===== src/rtl/vector_conversion_issue_controller.sv =====
// Two-requester round-robin issue into a fixed-latency conversion unit. Issued operations
// are tracked through a valid/tag/src shift register and land in a credit-protected in-order FIFO.
module vector_conversion_issue_controller #(
  parameter int VLEN    = 128,
  parameter int EV_W    = 64,
  parameter int TAG_W   = 4,
  parameter int LATENCY = 2,
  parameter int DEPTH   = 4
) (
  input  logic             clock,
  input  logic             reset,
  input  logic             req0_valid,
  output logic             req0_ready,
  input  logic [EV_W-1:0]  req0_execution_vector,
  input  logic [VLEN-1:0]  req0_vs2,
  input  logic [TAG_W-1:0] req0_tag,
  input  logic             req1_valid,
  output logic             req1_ready,
  input  logic [EV_W-1:0]  req1_execution_vector,
  input  logic [VLEN-1:0]  req1_vs2,
  input  logic [TAG_W-1:0] req1_tag,
  output logic [EV_W-1:0]  cvt_execution_vector,
  output logic [VLEN-1:0]  cvt_vs2,
  input  logic [VLEN-1:0]  cvt_vd,
  output logic             res_valid,
  input  logic             res_ready,
  output logic [VLEN-1:0]  res_vd,
  output logic [TAG_W-1:0] res_tag,
  output logic             res_src,
  output logic             busy
);

  localparam int CNT_W = $clog2(DEPTH + 1);
  localparam int PTR_W = (DEPTH > 1) ? $clog2(DEPTH) : 1;
  localparam logic [CNT_W-1:0] DEPTH_C = CNT_W'(DEPTH);
  localparam logic [CNT_W-1:0] CNT_ONE = CNT_W'(1);

  logic               last_grant;
  logic [LATENCY-1:0] vld_p;
  logic [TAG_W-1:0]   tag_p [LATENCY];
  logic               src_p [LATENCY];
  logic [CNT_W-1:0]   inflight_count;
  logic [CNT_W-1:0]   fifo_count;
  logic [PTR_W-1:0]   wr_ptr;
  logic [PTR_W-1:0]   rd_ptr;
  logic [VLEN-1:0]    mem_vd  [DEPTH];
  logic [TAG_W-1:0]   mem_tag [DEPTH];
  logic               mem_src [DEPTH];

  logic credit_ok;
  logic grant0;
  logic grant1;
  logic issue0;
  logic issue1;
  logic issue;
  logic push;
  logic pop;

  function automatic logic [PTR_W-1:0] ptr_next(input logic [PTR_W-1:0] p);
    return (p == PTR_W'(DEPTH - 1)) ? '0 : p + PTR_W'(1);
  endfunction

  always_comb begin
    credit_ok = (inflight_count + fifo_count) < DEPTH_C;
    // A requester's grant looks only at the other requester's valid.
    grant0 = !req1_valid || last_grant;
    grant1 = !req0_valid || !last_grant;
    req0_ready = !reset && grant0 && credit_ok;
    req1_ready = !reset && grant1 && credit_ok;
    issue0 = req0_valid && req0_ready;
    issue1 = req1_valid && req1_ready;
    issue  = issue0 || issue1;
    push   = vld_p[LATENCY-1];
    pop    = res_valid && res_ready;
    cvt_execution_vector = '0;
    cvt_vs2              = '0;
    if (issue0) begin
      cvt_execution_vector = req0_execution_vector;
      cvt_vs2              = req0_vs2;
    end else if (issue1) begin
      cvt_execution_vector = req1_execution_vector;
      cvt_vs2              = req1_vs2;
    end
  end

  assign res_valid = (fifo_count != '0);
  assign res_vd    = res_valid ? mem_vd[rd_ptr]  : '0;
  assign res_tag   = res_valid ? mem_tag[rd_ptr] : '0;
  assign res_src   = res_valid ? mem_src[rd_ptr] : 1'b0;
  assign busy      = (|vld_p) || res_valid;

  always_ff @(posedge clock or posedge reset) begin
    if (reset) begin
      last_grant     <= 1'b1;
      vld_p          <= '0;
      inflight_count <= '0;
      fifo_count     <= '0;
      wr_ptr         <= '0;
      rd_ptr         <= '0;
    end else begin
      // Stage boundary: issue -> p0 ... p[LATENCY-1] -> FIFO push
      vld_p[0] <= issue;
      for (int i = 1; i < LATENCY; i++) vld_p[i] <= vld_p[i-1];
      if (issue0) last_grant <= 1'b0;
      else if (issue1) last_grant <= 1'b1;
      if (issue && !push) inflight_count <= inflight_count + CNT_ONE;
      else if (!issue && push) inflight_count <= inflight_count - CNT_ONE;
      if (push) wr_ptr <= ptr_next(wr_ptr);
      if (pop) rd_ptr <= ptr_next(rd_ptr);
      if (push && !pop) fifo_count <= fifo_count + CNT_ONE;
      else if (!push && pop) fifo_count <= fifo_count - CNT_ONE;
    end
  end

  always_ff @(posedge clock) begin
    tag_p[0] <= issue1 ? req1_tag : req0_tag;
    src_p[0] <= issue1;
    for (int i = 1; i < LATENCY; i++) begin
      tag_p[i] <= tag_p[i-1];
      src_p[i] <= src_p[i-1];
    end
    if (push) begin
      mem_vd[wr_ptr]  <= cvt_vd;
      mem_tag[wr_ptr] <= tag_p[LATENCY-1];
      mem_src[wr_ptr] <= src_p[LATENCY-1];
    end
  end

endmodule

===== config.mk =====
export PLATFORM = sky130hd
export DESIGN_NAME = vector_conversion_issue_controller
export DESIGN_NICKNAME = d
export VERILOG_FILES = /design/src/rtl/vector_conversion_issue_controller.sv
export SDC_FILE = /design/constraint.sdc
export NUM_CORES = 1
export LEC_CHECK = 0
export ABC_CLOCK_PERIOD_IN_PS = 8100
export CORE_AREA = 2 2 335 337
export CTS_CLUSTER_DIAMETER = 60
export DETAILED_ROUTE_END_ITERATION = 10
export DIE_AREA = 0 0 337 339
export MAX_ROUTING_LAYER = met4
export PLACE_DENSITY = 0.5
export SLEW_MARGIN = 15
export SYNTH_ARGS = -nofsm -noshare
export SYNTH_HDL_FRONTEND = slang
export SYNTH_SLANG_ARGS = --single-unit

===== constraint.sdc =====
create_clock -name clock -period 8.1 [get_ports clock]
set_clock_uncertainty 0.05 [all_clocks]
set_input_delay 0.81 -clock clock [delete_from_list [all_inputs] [get_ports clock]]
set_output_delay 0.81 -clock clock [all_outputs]
set_load 0.01 [all_outputs]

==> key figures <==
Status
  – Outcome: completed

Setup path
  – Crit path top cell by count: clkdlybuf4s50_1
  – Arr. time, crit path: 4.19 ns
  – Worst Path Class, Setup: input pin to output port
  – Max FO, Critical Path: 192
  – Worst setup SP type: input pin
  – Worst setup path start: reset
  – Worst path max stage delay: 0.61 ns
  – Worst path slowest cell: clkdlybuf4s50_1
  – Crit path cell chain: clkdlybuf4s50_1 > a21oi_1 > and2_4 > buf_12 > a22oi_1 > nor2_1 > clkdlybuf4s50_1
  – Setup crit end kind: output port
  – Reg2Reg Launch Point: inflight_count[1]
  – CP required: 7.24 ns

Yosys
  – Largest family of logic cells by synthesized area: multiplexers
  – Top post-synthesis cells by area: edfxtp_1 (68%), mux4_2 (13%), a22oi_1 (6.1%)
  – Synth warn: 0
  – Synthesis-stage register bit count: 555
  – Count leader, synth: edfxtp_1
  – Distinct cells, synth: 32
  – Syn Area/Cell: 17.1 sq um
  – Register area share after synthesis: 0.702
  – Post-synth net total: 1,907
  – Leading area contributor after synthesis: edfxtp_1
  – Async S/R FF share, synth: 0.0234
  – Post-synthesis xor/xnor area fraction: 0.00330
  – Multiplexer area fraction after synthesis: 0.131
  – Share of the synthesized area in the top cell type: 0.679
  – Synth Area in Simple Gates: 0.0712
  – Post-Syn Instances: 1,372
  – Post-synth EDFFs: 532
  – Top cells by count, synth: edfxtp_1 (532), nor2_1 (195), a22oi_1 (192)
  – Adder-cell area share of the yosys netlist: 0.00596
  – Ys flop type: edfxtp_1
  – Post-Syn Area: 23,500 sq um
  – Synth Area in Compound Gates: 0.0631

Routing
  – Via-to-Cell Ratio: 4.38
  – Antenna Violating Nets Remaining: 0
  – DRC: 0
  – DRT Pass-1 Iters: 5
  – Post-Route WL: 113,000 um
  – Post-detailed-route wirelength per cell: 30.0 um
  – DRT iter0 DRCs: 1,158
  – Vias: 16,500

Clock network
  – CTS Buf Count: 58
  – Clk slew on worst S/H paths: 0.06 ns
  – H-tree lvl count: 2
  – Worst-Skew Late Latency: 0.61 ns
  – CTS root buf: clkbuf_16
  – CTS tree: done
  – Post-cts sizing count: 0
  – CTS sink cnt: 555
  – Post-CTS setup buffers: 0
  – Maximum clock path buffer count: 3
  – Cts hold-fix bufs: 0

Timing
  – Max Slew Vio Count: 0
  – FMAX: 198 MHz
  – Endpoints failing hold: 0
  – Hold_ws: 0.259 ns
  – RSZ-0062 raised after global routing: no
  – Fin Setup TNS: 0 ns
  – Finish-stage setup viols: 0
  – Period utilization: 0.624
  – Minimum clock period: 5.05 ns
  – Tightest Pin Transition: 1.29 ns
  – Worst slew margin: 0.143

Global routing
  – Grt peak-use layer: met2
  – GRT Util Overall: 0.199
  – Grt met2 use: 0.357
  – First-pass GRT wire length: 150,000 um
  – Largest net degree at the start of global routing: 198
  – Met1 track demand over resource: 0.201
  – Met3 usage: 0.0491
  – Grt total ovfl: 0
  – Vias in the first global route: 17,300
  – Initial antenna violation count: 94

Floorplan
  – DIE WIDTH: 337 um
  – Initial Util: 0.213
  – Die Area: 114,000 sq um
  – Cell row count: 122
  – DIE HEIGHT: 339 um
  – Total I/O pin count: 854
  – Core ar.: 110,000 sq um

Final layout
  – Finished Core Util: 0.324
  – Share of cells above drive strength 1: 0.117
  – Area growth, synth to finish: 52.0%
  – Final net count: 2,727
  – Layout filler cell count: 10,800

Flow run
  – MaxCap Viol Count: 0

Pwr
  – Peak VDD IR: 0.499 mV
  – Lkg Pwr: 11.4 nW
  – Final Total Pwr: 0.0122 W
  – Pwr per Cell Area: 340 nW/um^2

Placement
  – Post-DP HPWL: 88,100 um
  – Gpl congestion: 1.02
  – I/O Buffers: 853

Worst hold path
  – Hold Crit Class: flop to flop
  – HP Start: src_p[0][0]
## cell type report
class,count,area [sq um],area share
Antenna cell,36,90.1,0.00252
Timing Repair Buffer,868,8710,0.244
Clock buffer,72,1570,0.0438
Sequential cell,555,16500,0.462
Multi-Input combinational cell,703,6490,0.181
Inverter,6,22.5,0.000630
Clock inverter,36,494,0.0138
Tap cell,1488,1860,0.0521
## metal layers
layer | wire length [um] | up-vias | share of wire
met5 | 0 | - | 0
li1 | - | 7123 | -
met2 | 60800 | 746 | 0.54
met3 | 7730 | 225 | 0.068
met1 | 39100 | 8377 | 0.35
met4 | 5510 | 0 | 0.049
## where the power goes
group	switching [W]	leakage, nW	internal, W	total [W]
combinational	0.00285	5.38	0.00277	0.00562
sequential	0.000186	5.05	0.00352	0.00371
clock	0.00111	1.01	0.00173	0.00284
total	0.00414	11.4	0.00802	0.0122
## cell usage in the layout, fill, tap and decap left out, types with 2 or more instances in the layout
cell type	instances
nor2_1	195
clkinvlp_4	3
dfrtp_4	2
nor2b_1	2
nor3_1	2
a21oi_1	2
inv_6	4
mux2_2	7
or3_1	2
mux4_2	133
clkbuf_1	9
a22oi_1	192
xnor2_1	2
clkbuf_8	4
o21ai_0	2
clkbuf_16	59
ha_1	8
clkinv_1	4
and2_1	133
and2_4	5
buf_4	10
edfxtp_1	532
nand2_1	4
fa_1	2
buf_12	5
bufinv_16	11
clkdlybuf4s50_1	853
clkinv_2	12
dfrtp_1	10
xor2_1	5
dfxtp_1	10
diode_2	36
inv_1	6
## critical path: cells and delay by family
family / cells / cell delay [ns]
AO/OA/AOI/OAI: 2 / 0.77
AND/OR/NAND/NOR: 2 / 0.54
buffers and inverters: 3 / 1.61
## worst paths after layout
kind / endpoint / slack [ns] / cells after the start
max in group asynchronous: rd_ptr[0] / 6.62 / 2
min: src_p[0][1] / 0.26 / 0
max: cvt_vs2[18] / 3.05 / 7
min reg2reg: src_p[0][1] / 0.26 / 0
max reg2reg: inflight_count[2] / 4.22 / 11
min in group asynchronous: fifo_count[0] / 0.86 / 2
## metrics by stage
step / area, sq um / cells / setup slack, ns
global placement: 33600 / 3620 / 3.16
CTS: 35700 / 3728 / 3.08
floorplan: 23500 / 1372 / 3.87
global route: 35700 / 3760 / 2.98
finish: 35700 / 3764 / 3.05
detailed placement: 33600 / 3620 / 3.10
## flip-flops by register name, indices dropped and copies added (netlist names)
name and flops:
wr_ptr 2, mem_src 4, inflight_count 3, rd_ptr 2, tag_p 8, vld_p 2
src_p 2, mem_vd 512, last_grant 1, mem_tag 16, fifo_count 3
## logic make-up after synthesis
family	after synthesis
compound gates	199
xor+xnor	8
fa+ha+maj	10
buf+inv	114
flops	555
mux	140
simple gates	346
Note: power is estimated with default switching activity, not from simulation.
